<file path="src/rtl/apple1_sysctl.sv">
// apple1_sysctl: CPU clock-enable divider plus power-up/soft reset sequencer for the Apple-1 top.
// Define SYSCTL_STEP_EN to build the single-step gating of cpu_ready_o.
module apple1_sysctl #(
  parameter int CLK_DIV      = 25,
  parameter int TURBO_DIV    = 5,
  parameter int DIV_W        = 5,
  parameter int RESET_CYCLES = 64,
  parameter int RST_W        = 6
) (
  input  logic clk25_i,
  input  logic reset_i,
  input  logic turbo_i,
  input  logic soft_rst_req_i,
  input  logic step_mode_i,
  input  logic step_req_i,
  output logic cpu_clken_o,
  output logic cpu_ready_o,
  output logic cpu_reset_o,
  output logic running_o
);

  // state    | meaning
  // ST_RESET | CPU held in reset, counting RESET_CYCLES ticks
  // ST_RUN   | CPU running (optionally step-gated)

  localparam logic [DIV_W-1:0] NORM_LAST  = DIV_W'(CLK_DIV - 1);
  localparam logic [DIV_W-1:0] TURBO_LAST = DIV_W'(TURBO_DIV - 1);
  localparam logic [RST_W-1:0] RST_LAST   = RST_W'(RESET_CYCLES - 1);

  typedef enum logic {ST_RESET, ST_RUN} state_t;

  logic [DIV_W-1:0] div_cnt_q, div_cnt_d, div_last;
  logic             turbo_q, turbo_d, fresh_q, turbo_sel;
  logic             clken_q, tick;

  state_t           state_q;
  logic [RST_W-1:0] rst_cnt_q;
  logic             rst_pend_q, cpu_reset_q, running_q;

  // The first period after reset uses the live turbo input; later periods
  // use the value captured at the wrap edge, so a period is never cut short.
  assign turbo_sel = fresh_q ? turbo_i : turbo_q;
  assign div_last  = turbo_sel ? TURBO_LAST : NORM_LAST;
  assign tick      = clken_q;

  always_comb begin
    div_cnt_d = div_cnt_q + DIV_W'(1);
    turbo_d   = fresh_q ? turbo_i : turbo_q;
    if (div_cnt_q == div_last) begin
      div_cnt_d = '0;
      turbo_d   = turbo_i;
    end
  end

  always_ff @(posedge clk25_i or posedge reset_i) begin
    if (reset_i) begin
      div_cnt_q <= '0;
      turbo_q   <= 1'b0;
      fresh_q   <= 1'b1;
      clken_q   <= 1'b0;
    end else begin
      div_cnt_q <= div_cnt_d;
      turbo_q   <= turbo_d;
      fresh_q   <= 1'b0;
      clken_q   <= (div_cnt_q == '0);
    end
  end

  always_ff @(posedge clk25_i or posedge reset_i) begin
    if (reset_i) begin
      state_q     <= ST_RESET;
      rst_cnt_q   <= '0;
      rst_pend_q  <= 1'b0;
      cpu_reset_q <= 1'b1;
      running_q   <= 1'b0;
    end else begin
      if (soft_rst_req_i) rst_pend_q <= 1'b1;
      if (tick) begin
        if (rst_pend_q) begin
          // A request landing on the consuming edge is kept for the next tick.
          state_q     <= ST_RESET;
          rst_cnt_q   <= '0;
          rst_pend_q  <= soft_rst_req_i;
          cpu_reset_q <= 1'b1;
          running_q   <= 1'b0;
        end else if (state_q == ST_RESET) begin
          if (rst_cnt_q == RST_LAST) begin
            state_q     <= ST_RUN;
            cpu_reset_q <= 1'b0;
            running_q   <= 1'b1;
          end else begin
            rst_cnt_q <= rst_cnt_q + RST_W'(1);
          end
        end
      end
    end
  end

`ifdef SYSCTL_STEP_EN
  logic step_pend_q, step_gate;

  assign step_gate = (state_q == ST_RUN) && step_mode_i;

  always_ff @(posedge clk25_i or posedge reset_i) begin
    if (reset_i) begin
      step_pend_q <= 1'b0;
    end else if (tick && rst_pend_q) begin
      step_pend_q <= 1'b0;
    end else if (step_req_i) begin
      step_pend_q <= 1'b1;
    end else if (tick && step_gate) begin
      step_pend_q <= 1'b0;
    end
  end

  assign cpu_ready_o = step_gate ? (clken_q & step_pend_q) : clken_q;
`else
  logic unused_step;
  assign unused_step = step_mode_i ^ step_req_i;
  assign cpu_ready_o = clken_q;
`endif

  assign cpu_clken_o = clken_q;
  assign cpu_reset_o = cpu_reset_q;
  assign running_o   = running_q;

endmodule

</file>
<file path="config.mk">
export PLATFORM = sky130hd
export DESIGN_NAME = apple1_sysctl
export DESIGN_NICKNAME = d
export VERILOG_FILES = /design/src/rtl/apple1_sysctl.sv
export SDC_FILE = /design/constraint.sdc
export NUM_CORES = 1
export LEC_CHECK = 0
export BUFFER_PORTS_ARGS = -buffer_cell sky130_fd_sc_hd__buf_2
export CORE_MARGIN = 3
export CORE_UTILIZATION = 45
export DETAILED_ROUTE_END_ITERATION = 7
export PLACE_DENSITY_LB_ADDON = 0.1
export SYNTH_ARGS = -nofsm -noshare
export SYNTH_HDL_FRONTEND = slang
export SYNTH_SLANG_ARGS = --single-unit
</file>
<file path="constraint.sdc">
create_clock -name clk25_i -period 1.5 [get_ports clk25_i]
set_clock_uncertainty 0.15 [all_clocks]
set_input_delay 0.225 -clock clk25_i [delete_from_list [all_inputs] [get_ports clk25_i]]
set_output_delay 0.225 -clock clk25_i [all_outputs]
set_load 0.05 [all_outputs]
</file>
---- After elaboration in Yosys (flattened, before gate mapping) ----
Cells that the tools add are included.
word-level totals
  output and inout bits ................... 4
  flip-flop bits (word level) ............. 18
cells by class
  reduce and logical (&&, ||, !) cells .... 4
  equality and inequality tests ........... 4
  mux-type cells .......................... 19
  add/subtract/negate cells ............... 2
operator list
  operator             count
  $mux 6               3
  $mux 1               14
  $mux 5               2
  $add 6x1->6 const B  1
  $eq 6x6->1 const B   1
  $reduce_and 3->1     2
  $add 5x1->5 const B  1
  $eq 5x5->1           1
  $logic_not 5->1      1
  $ne 2x1->1 const B   1
  $ne 2x2->1 const B   1
  $reduce_bool 2->1    1

---- Longest topological paths before layout ----
Gate-level depths: netlist of the first run.
  depth after elaboration ................. 4
  gate-level depth with buffers ........... 5

---- Worst setup path after synthesis of the first run ----
OpenSTA, ideal clock, no wires.
  path type ............................... reg-to-reg
  start point ............................. reg div_cnt_q[0]
  end point ............................... reg turbo_q
  setup slack ............................. -0.115 ns
  clock period less this slack ............ 1.615 ns
  arrival ................................. 1.335 ns
  stages on the path, launching flop included .. 6
  setup time .............................. 0.130 ns
  data required time ...................... 1.220 ns
  cells stage by stage .................... dfrtp_1 > inv_1 > ha_1 > or3b_2 > o21ai_0 > o21ai_0
between the ends
  longest elaborated chain between the ends .. 2
ends and longest elaborated chain
  element                   line  source
  start: declaration        32    logic [DIV_W-1:0] div_cnt_q, div_cnt_d, div_last;
  start signal: assignment  62    div_cnt_q <= div_cnt_d;
  $eq 5x5->1                49    if (div_cnt_q == div_last) begin
  $mux 1                    49
  net turbo_d               33    logic turbo_q, turbo_d, fresh_q, turbo_sel;
  end signal: assignment    63    turbo_q <= turbo_d;
  end: declaration          33
The timed path passes the listed nets, and every way through them passes these cells.
A chain may end at the register's enable or synchronous reset.

---- Final worst setup path of the first run ----
  start point ............................. reg fresh_q
  end point ............................... reg div_cnt_q[4]
between the ends
  longest elaborated chain between the ends .. 4
ends and longest elaborated chain
  element                   line  source
  start: declaration        33
  start signal: assignment  59    fresh_q <= 1'b1;
  start signal: assignment  64    fresh_q <= 1'b0;
  $mux 1                    -
  $mux 5                    43    assign div_last = turbo_sel ? TURBO_LAST : NORM_LAST;
  $eq 5x5->1                49
  $mux 5                    49
  net div_cnt_d[4]          32
The timed path passes the listed nets, and every way through them passes these cells.

==> results.py, run 1 <==
metrics = {
    "cells_and_area": {
        "drive_gt1_share_pct": 33.6,
        "areaGrowthSynthToFinish_pct": 24.8,
        "multiInputGateArea_um2": 450,
        "fillers": 152,
        "final_nets": 120,
        "final_util_pct": 62.9,
        "final_area_um2": 1140,
        "register_area_um2": 458,
        "antennaDiodeCount": 0,
    },
    "route": {
        "routed_wl_um": 1810,
        "vias": 729,
        "routedWlPerCell_um": 13.4,
        "drt_iter0_markers": 10,
        "ant_nets": 0,
        "routed_via_density": 5.40,
        "drc": 0,
        "first_pass_iters": 4,
    },
    "yosys": {
        "synth.area.top_cells": "dfrtp_1 44%, dfstp_2 5.7%, a21oi_1 4.9%, ha_1 4.1%, inv_1 3.7%",
        "synth-edff-count": 0,
        "yosys.area.top_type": "dfrtp_1",
        "synthCells": 89,
        "synth_ff_type": "dfrtp_1",
        "synth_top_area_share_pct": 43.7,
        "syn_area_um2": 917,
        "synthTopCellsByCount": "16 x dfrtp_1, 9 x a21oi_1, 9 x inv_1",
        "synthArstFlopShare_pct": 100,
        "synth_fp_nets": 98,
        "synth.yosys.seq_area_share_pct": 49.4,
        "ys_ff_latch": 18,
        "synth.most_common_cell": "dfrtp_1",
        "avgSynthCellArea_um2": 10.3,
        "yosysUniqueCellTypes": 39,
        "yosysWarnings": 0,
    },
    "setup_path": {
        "critPathCaptureType": "flip-flop",
        "cp.arrival_ns": 1.49,
        "startpoint_type": "flip-flop",
        "critPathMaxFanout": 3,
        "worstPathRequired_ns": 1.54,
        "critical_path_class": "reg2reg",
        "rrSetupSlack_ns": 0.04,
    },
    "timing": {
        "fin_ws_ns": 0.0409,
        "hold_viol": 0,
        "period_needed_ns": 1.46,
        "final_max_slew_viol_count": 0,
        "fmax_ghz": 0.685,
        "finalCritPeriodShare_pct": 97.3,
        "setup_viol": 0,
        "grt_setup_unrepaired": "true",
    },
    "placed_design": {
        "port_buffers": 7,
        "gp_congestion": 0.790,
        "dpl-instance-area_um2": 1040,
        "dp_slack_ns": -0.0652,
        "dpl.hpwl_um": 1270,
    },
    "floorplanning": {
        "start_util_pct": 50.4,
        "io_pins": 10,
        "die_h_um": 51.1,
        "die_area_um2": 2620,
        "core_um2": 1820,
        "row_count": 15,
        "fp.dieW_um": 51.1,
    },
    "clocking": {
        "clk_latency_ns": 0.30,
        "cts_buffers": 3,
        "h-tree-depth": 1,
        "cts.reportedPaths.clkPinSlew_ns": 0.11,
        "cts.path.max_buffers": 2,
        "clock_sinks": 18,
        "tritoncts": "built",
        "clock-root-buffer": "clkbuf_4",
    },
    "global_routing": {
        "antenna_found_initial": 0,
        "grt_pass1_vias": 662,
        "grt.overflow.total": 0,
        "grt_usage_pct": 15.9,
        "grt_max_degree": 15,
        "grt_pass1_wl_um": 2970,
    },
    "flow_run": {
        "drv_cap": 0,
    },
    "outcome": {
        "outcome": "completed",
    },
    "power_and_ir_drop": {
        "ir_worst_vdd_v": 0.000889,
        "p_leak_nw": 0.513,
        "cellPowerDensity_nw_per_um2": 1470,
    },
    "min_path": {
        "min_path_type": "in2reg",
    },
}
==> report_power, final <==
part	internal [mW]	leakage, nW	switching, mW
logic	0.365	0.275	0.318
registers	0.594	0.218	0.0968
clock network	0.148	0.0210	0.159
total	1.11	0.513	0.574
==> layer usage <==
metal | wire length, um | GRT usage, % | part of all wire (%) | up-vias
li1 | - | - | - | 365
met3 | 87 | 3.79 | 4.8 | 5
met5 | 0 | 0 | 0 | -
met4 | 41 | 9.42 | 2.3 | 0
met1 | 936 | 23.9 | 52 | 335
met2 | 742 | 20.4 | 41 | 24
==> cell usage in the layout, fill, tap and decap left out, types with 2 or more instances in the layout <==
cell	n
dfrtp_1	12
buf_4	10
inv_1	9
a21oi_1	9
clkbuf_4	5
buf_2	5
nand2_1	4
nand3_1	4
dfrtp_2	4
nor2_1	2
nand2b_1	2
o22ai_1	2
a41o_1	2
nor2b_1	2
a41oi_1	2
o21ai_2	2
o21ai_1	2
ha_2	2
dfstp_2	2
dlygate4sd3_1	2
==> through the flow <==
step	setup TNS (ns)	hold slack, ns	std cells	power, mW
5_1_grt	-0.0228	0.0441	135	1.81
6_report	0	0.0306	135	1.68
4_1_cts	0	0.0200	134	1.66
3_5_place_dp	-0.238	-0.0157	128	1.31
2_1_floorplan	-0.0863	0.0120	89	1.07
3_3_place_gp	-0.194	-0.0147	128	1.28
==> worst max-delay path, stage by stage (launching register included) <==
cell and delay [ns]:
dfstp_2 0.54, mux2_4 0.33, buf_4 0.15, o21ai_2 0.10, nand3_1 0.08
==> path summary, 6_finish.rpt <==
check                       startpoint      endpoint  depth (start not counted)
hold reg to reg            cpu_reset_o   cpu_reset_o                          2
setup reg to reg               fresh_q  div_cnt_q[4]                          4
max in group asynchronous      reset_i       fresh_q                          4
setup / recovery               fresh_q  div_cnt_q[4]                          4
hold / removal                 turbo_i       turbo_q                          3
min in group asynchronous      reset_i  div_cnt_q[1]                          3
==> flip-flops by register name (all words and copies together) (netlist names) <==
signal	count
div_cnt_q	5
rst_pend_q	1
state_q	1
turbo_q	1
rst_cnt_q	6
running_o	1
cpu_clken_o	1
cpu_reset_o	1
fresh_q	1
==> area by class of cell <==
class / instances / share of cell area, %
clock buffers: 4 / 3.17
inverters: 9 / 2.95
multi-input cells: 60 / 39.3
flip-flops and latches: 18 / 40.0
well taps: 25 / 2.73
repair buffers: 19 / 11.8
==> cell families (layout without fill, tap and decap cells) <==
logic type / after synthesis / count (layout) / share of synthesized area, %
muxes: 2 / 2 / 2.73
buffers and inverters: 11 / 32 / 5.05
adders and majority gates: 3 / 3 / 4.09
other: 1 / 1 / 0.409
AOI/OAI and AO/OA: 28 / 28 / 20.2
and+or+nand+nor: 24 / 24 / 16.2
xor gates and xnor gates: 2 / 2 / 1.91
DFF: 18 / 18 / 49.4
==> timing repair <==
action | CTS | global route
setup endpoints to repair | 6 | 10
gates resized for setup | 5 | 11
buffers inserted | 0 | 1
hold buffers | 2 | 0
hold endpoints to repair | 17 | 0
Note: power is estimated with default switching activity, not from simulation.
==> run 2: changes to the inputs <==
--- a/config.mk
+++ b/config.mk
@@ -5,8 +5,9 @@
 export SDC_FILE = /design/constraint.sdc
 export NUM_CORES = 1
 export LEC_CHECK = 0
-export BUFFER_PORTS_ARGS = -buffer_cell sky130_fd_sc_hd__buf_2
-export CORE_MARGIN = 3
+export ABC_AREA = 1
+export BUFFER_PORTS_ARGS = -buffer_cell sky130_fd_sc_hd__clkbuf_2
+export CORE_MARGIN = 2
 export CORE_UTILIZATION = 45
 export DETAILED_ROUTE_END_ITERATION = 7
 export PLACE_DENSITY_LB_ADDON = 0.1
==> run 2 against run 1 <==
  * Utilization decreased by 5.6 points
  * Routed wire length decreased by 11%
  * Sequential power increased by 8.8%
  * Critical endpoint is now cpu_ready_o
  * Maximum frequency increased by 1.0%
  * Worst setup slack improved by 0.015 ns
  * Synthesized cell count increased by 20%
  * First-iteration DRC count increased by 60%
  * Register-to-register slack improved by 0.07 ns
  * Non-clock buffer count decreased by 4
  * Global-route usage decreased by 0.84 points
  * Sequential share of layout area increased by 1.2 points
==> results.py, run 2 <==
metrics = {
    "global_routing": {
        "grt_pass1_wl_um": 2720,
        "grt_pass1_vias": 681,
        "grt_usage_pct": 15.1,
        "grt_max_degree": 19,
        "antenna_found_initial": 0,
        "grt.overflow.total": 0,
    },
    "floorplanning": {
        "start_util_pct": 46.9,
        "row_count": 16,
        "core_um2": 1920,
        "fp.dieW_um": 48.8,
        "die_h_um": 48.8,
        "io_pins": 10,
        "die_area_um2": 2380,
    },
    "power_and_ir_drop": {
        "seqPwrFrac_pct": 41.2,
        "p_leak_nw": 0.535,
        "cellPowerDensity_nw_per_um2": 1660,
        "p_sw_mw": 0.740,
        "swShare_pct": 40.5,
        "clkPwrFrac_pct": 16.4,
        "combPwrFrac_pct": 42.5,
        "intPower_mw": 1.09,
        "ir_worst_vdd_v": 0.000938,
    },
    "yosys": {
        "syn_area_um2": 902,
        "yosys.area.top_type": "dfrtp_1",
        "avgSynthCellArea_um2": 8.43,
        "synth.yosys.seq_area_share_pct": 50.2,
        "synthCells": 107,
        "synth_top_area_share_pct": 44.4,
        "synthArstFlopShare_pct": 100,
        "ys_ff_latch": 18,
        "synth_ff_type": "dfrtp_1",
        "synth.area.top_cells": "dfrtp_1 44%, nand2_1 12%, dfstp_2 5.8%, inv_1 5.4%, nand3_1 5.0%",
        "yosysWarnings": 0,
        "yosysUniqueCellTypes": 20,
        "synth-edff-count": 0,
        "synth_fp_nets": 116,
        "synthTopCellsByCount": "29 x nand2_1, 16 x dfrtp_1, 13 x inv_1",
        "synth.most_common_cell": "nand2_1",
    },
    "clocking": {
        "h-tree-depth": 1,
        "clock-root-buffer": "clkbuf_4",
        "tritoncts": "built",
        "cts.reportedPaths.clkPinSlew_ns": 0.10,
        "clock_sinks": 18,
        "cts.path.max_buffers": 2,
        "cts_setup_buffers": 0,
        "cts_buffers": 3,
        "clk_latency_ns": 0.29,
    },
    "placed_design": {
        "port_buffers": 7,
        "placed_cells": 145,
        "dpl.hpwl_um": 1110,
        "gp_congestion": 0.725,
        "dpl-instance-area_um2": 997,
    },
    "route": {
        "vias": 731,
        "routed_via_density": 4.81,
        "routedWlPerCell_um": 10.5,
        "ant_nets": 0,
        "drc": 0,
        "drt_iter0_markers": 16,
        "first_pass_iters": 4,
        "routed_wl_um": 1600,
    },
    "timing": {
        "setup_viol": 0,
        "setup_tns_ns": 0,
        "grt_setup_unrepaired": "true",
        "final_max_slew_viol_count": 0,
        "finalCritPeriodShare_pct": 96.3,
        "hold_viol": 0,
        "period_needed_ns": 1.44,
        "fmax_ghz": 0.692,
        "fin_hold_ws_ns": 0.0279,
    },
    "cells_and_area": {
        "fillers": 189,
        "antennaDiodeCount": 0,
        "final_util_pct": 57.3,
        "largest_reg_flops": 6,
        "final_area_um2": 1100,
        "areaGrowthSynthToFinish_pct": 22.1,
        "final_common_cell": "nand2_1",
        "largest-register": "rst_cnt_q",
        "top_regs": "rst_cnt_q: 6 flops, div_cnt_q: 5 flops",
        "layout_common_cells": "28 x nand2_1, 15 x dfrtp_1, 12 x inv_1",
        "final_nets": 135,
        "stdcell_count": 152,
        "drive_gt1_share_pct": 26.4,
    },
    "setup_path": {
        "critPathCaptureType": "output pin",
        "crit_chain": "buf_2",
        "rrSetupSlack_ns": 0.11,
        "cp.arrival_ns": 1.07,
        "crit-reg2reg-launch": "rst_cnt_q[0]",
        "startpoint_type": "flip-flop",
        "crit_slowest_cell": "dfrtp_2",
        "worst-path-stages": 1,
        "startpoint": "cpu_clken_o",
        "reg2regPathDepth": 6,
        "cp-endpoint": "cpu_ready_o",
        "critical_path_class": "reg2out",
        "r2r_end": "rst_cnt_q[5]",
        "path_delay_family": "flip-flops",
        "path_buf_inv": 1,
        "critPathMaxFanout": 7,
        "worstPathRequired_ns": 1.12,
        "slowest_delay_ns": 0.48,
    },
    "min_path": {
        "min_path_type": "in2reg",
    },
    "outcome": {
        "outcome": "completed",
    },
    "flow_run": {
        "drv_cap": 0,
    },
}
run 2: power groups by stage:
stage	sequential, mW	combinational [mW]	clock [mW]
finish	0.752	0.776	0.299
global route	0.781	0.864	0.335
CTS	0.745	0.729	0.318
detailed placement	0.751	0.717	0
global placement	0.750	0.701	0
floorplan	0.863	0.435	0
run 2: through the flow:
stage / power, mW / setup WS, ns
6_report: 1.83 / 0.0555
5_1_grt: 1.98 / -0.00919
4_1_cts: 1.79 / 0.00192
3_5_place_dp: 1.47 / -0.0310
3_3_place_gp: 1.45 / -0.0237
2_1_floorplan: 1.30 / 0.0360
run 2: worst reg2reg max path: stages (launching register included):
cell and delay [ns]:
dfrtp_1 0.37, ha_2 0.20, nand3_2 0.13, nor2_2 0.12, nand2_2 0.10, nand3_4 0.12, o21ai_0 0.10
run 2: logic make-up after synthesis:
group / count (synthesis) / share of synthesized area, %
other cells: 1 / 0.416
flops: 18 / 50.2
buf+inv: 15 / 7.49
xor+xnor: 3 / 2.91
fa+ha+maj: 3 / 4.16
simple gates: 53 / 25.2
compound gates: 14 / 9.57
run 2: per-layer routing:
| layer | track usage, % | vias to the layer above | share of wire (%) |
|---|---|---|---|
| met2 | 27.2 | 12 | 53 |
| li1 | - | 376 | - |
| met1 | 16.6 | 339 | 43 |
| met3 | 2.76 | 4 | 2.6 |
| met5 | 0 | - | 0 |
| met4 | 8.57 | 0 | 1.9 |
run 2: layout make-up:
type	count	area (um2)	share of cell area [%]
tap	27	33.8	3.07
timing repair buffer	15	105	9.55
inverter	13	48.8	4.43
multi-input combinational	75	423	38.4
sequential	18	454	41.2
clock buffer	4	36.3	3.30
run 2: timing repair:
item,4_1_cts,5_1_grt
gates resized for setup,1,16
gates cloned,0,1
hold buffers,2,0
hold endpoints to repair,19,0
setup endpoints to repair,7,18
run 2: worst min-delay path by stage:
| stage | from | cells after the start | to |
|---|---|---|---|
| floorplan | reset_i | 1 | cpu_clken_o |
| global placement | reset_i | 3 | rst_cnt_q[1] |
| detailed placement | reset_i | 3 | rst_cnt_q[1] |
| CTS | turbo_i | 3 | turbo_q |
| global route | turbo_i | 3 | turbo_q |
| finish | turbo_i | 3 | turbo_q |
==> run 3: changes to the inputs <==
--- a/config.mk
+++ b/config.mk
@@ -10,6 +10,7 @@
 export CORE_MARGIN = 2
 export CORE_UTILIZATION = 45
 export DETAILED_ROUTE_END_ITERATION = 7
+export MAX_ROUTING_LAYER = met4
 export PLACE_DENSITY_LB_ADDON = 0.1
 export SYNTH_ARGS = -nofsm -noshare
 export SYNTH_HDL_FRONTEND = slang
==> constraint.sdc (replaced) <==
create_clock -name clk25_i -period 1.5 [get_ports clk25_i]
set_clock_uncertainty 0.15 [all_clocks]
set_input_delay 0.15 -clock clk25_i [delete_from_list [all_inputs] [get_ports clk25_i]]
set_output_delay 0.15 -clock clk25_i [all_outputs]
set_load 0.05 [all_outputs]
==> run 3 against run 2 <==
  * Largest cell class unchanged
  * Maximum frequency grew 3.4%
  * Register-to-register slack about the same
  * Clock power hardly changed
  * Via count increased by 0.68%
  * Final area grew 0.45%
  * Hold slack improved by 0.21 ns
  * Critical path depth unchanged
==> results.py, run 3 (synthesis gave the netlist of run 2 again) <==
metrics = {
    "global_routing": {
        "grt_pass1_wl_um": 2760,
        "antenna_found_initial": 0,
        "grt_pass1_vias": 676,
        "grt_max_degree": 19,
        "grt_usage_pct": 15.6,
        "grt.overflow.total": 0,
    },
    "power_and_ir_drop": {
        "p_sw_mw": 0.743,
        "combPwrFrac_pct": 41.8,
        "cellPowerDensity_nw_per_um2": 1640,
        "seqPwrFrac_pct": 41.6,
        "swShare_pct": 40.9,
        "ir_worst_vdd_v": 0.000910,
        "clkPwrFrac_pct": 16.5,
        "p_leak_nw": 0.539,
        "intPower_mw": 1.08,
        "power_mw": 1.82,
    },
    "setup_path": {
        "crit_chain": "clkbuf_2",
        "worst-path-stages": 1,
        "path_buf_inv": 1,
        "critPathCaptureType": "output pin",
        "worstPathRequired_ns": 1.20,
        "slowest_delay_ns": 0.54,
        "critical_path_class": "reg2out",
        "path_delay_family": "flip-flops",
        "reg2regPathDepth": 6,
        "rrSetupSlack_ns": 0.12,
        "cp.arrival_ns": 1.10,
        "critPathMaxFanout": 2,
        "crit_slowest_cell": "dfstp_2",
        "startpoint_type": "flip-flop",
    },
    "floorplanning": {
        "core_um2": 1920,
        "start_util_pct": 46.9,
        "fp.dieW_um": 48.8,
        "die_h_um": 48.8,
        "io_pins": 10,
        "row_count": 16,
        "die_area_um2": 2380,
    },
    "clocking": {
        "cts_buffers": 3,
        "clock_sinks": 18,
        "clk_latency_ns": 0.29,
        "cts.path.max_buffers": 2,
        "clock-root-buffer": "clkbuf_4",
        "h-tree-depth": 1,
        "cts.reportedPaths.clkPinSlew_ns": 0.11,
        "tritoncts": "built",
        "cts_setup_buffers": 0,
    },
    "cells_and_area": {
        "fillers": 187,
        "largest_reg_flops": 6,
        "drive_gt1_share_pct": 26.2,
        "largest-register": "rst_cnt_q",
        "top_regs": "rst_cnt_q: 6 flops, div_cnt_q: 5 flops",
        "antennaDiodeCount": 0,
        "final_nets": 136,
        "final_area_um2": 1110,
        "final_common_cell": "nand2_1",
        "layout_common_cells": "28 x nand2_1, 15 x dfrtp_1, 12 x inv_1",
        "areaGrowthSynthToFinish_pct": 22.6,
    },
    "timing": {
        "hold_viol": 0,
        "fin_hold_ws_ns": 0.233,
        "setup_viol": 0,
        "period_needed_ns": 1.40,
        "finalCritPeriodShare_pct": 93.2,
        "fmax_ghz": 0.716,
        "final_max_slew_viol_count": 0,
        "grt_setup_unrepaired": "true",
        "fin_ws_ns": 0.102,
    },
    "placed_design": {
        "dpl-instance-area_um2": 997,
        "gp_congestion": 0.753,
        "port_buffers": 7,
        "dp_slack_ns": -0.0359,
        "dpl.hpwl_um": 1170,
    },
    "route": {
        "first_pass_iters": 4,
        "drt_iter0_markers": 15,
        "routedWlPerCell_um": 10.6,
        "routed_wl_um": 1620,
        "routed_via_density": 4.81,
        "ant_nets": 0,
        "vias": 736,
        "drc": 0,
    },
    "min_path": {
        "min_path_type": "in2async",
    },
    "flow_run": {
        "drv_cap": 0,
    },
    "outcome": {
        "outcome": "completed",
    },
}
[run 3: cell count changes in the layout (fill, tap and decap cells not counted)]
cell | before | now
clkbuf_4 | 5 | 3
dlygate4sd3_1 | 2 | 3
o21ai_1 | 3 | 1
buf_2 | 1 | 0
o21ai_0 | 4 | 6
clkbuf_2 | 4 | 7
[run 3: per-layer routing]
| metal | vias up | GRT usage (%) | part of all wire [%] |
|---|---|---|---|
| li1 | 376 | - | - |
| met1 | 345 | 17.4 | 45 |
| met2 | 13 | 27.9 | 51 |
| met3 | 2 | 2.76 | 3.3 |
| met4 | 0 | 5.71 | 0.50 |
| met5 | - | - | 0 |
[run 3: power by group through the flow]
stage	clock network, mW	registers (mW)	logic [mW]
after global routing	0.336	0.781	0.844
after detailed placement	0	0.756	0.719
final	0.301	0.757	0.760
after CTS	0.316	0.749	0.734
after global placement	0	0.750	0.702
after floorplan	0	0.863	0.435
[run 3: final cells by class]
type / instances / area (um2) / area share, %
tap: 27 / 33.8 / 3.05
clock buffer: 4 / 36.3 / 3.28
timing repair buffer: 16 / 110 / 9.95
inverter: 13 / 48.8 / 4.41
multi-input combinational: 75 / 423 / 38.2
sequential: 18 / 454 / 41.1
[run 3: path summary, 6_finish.rpt]
path | from | end
hold / removal | reset_i | div_cnt_q[3]
setup / recovery | cpu_reset_o | cpu_reset_o
min in group clk25_i | cpu_reset_o | cpu_reset_o
max in group asynchronous | reset_i | cpu_reset_o
setup reg to reg | rst_cnt_q[1] | rst_cnt_q[5]
hold reg to reg | cpu_reset_o | cpu_reset_o
[run 3: timing repair]
item,in CTS,in global routing
resized for setup,1,9
endpoints found under the setup margin,7,14
hold buffers,3,0
hold endpoints to repair,20,0
gates cloned,0,1
[run 3: metrics by stage]
| step | utilization, % | setup TNS (ns) | cells |
|---|---|---|---|
| after global placement | 51.9 | -0.0760 | 145 |
| after detailed placement | 51.9 | -0.193 | 145 |
| final | 57.6 | 0 | 153 |
| after floorplan | - | 0 | 107 |
| after global routing | 57.6 | -0.0451 | 153 |
| after CTS | 55.7 | 0 | 152 |
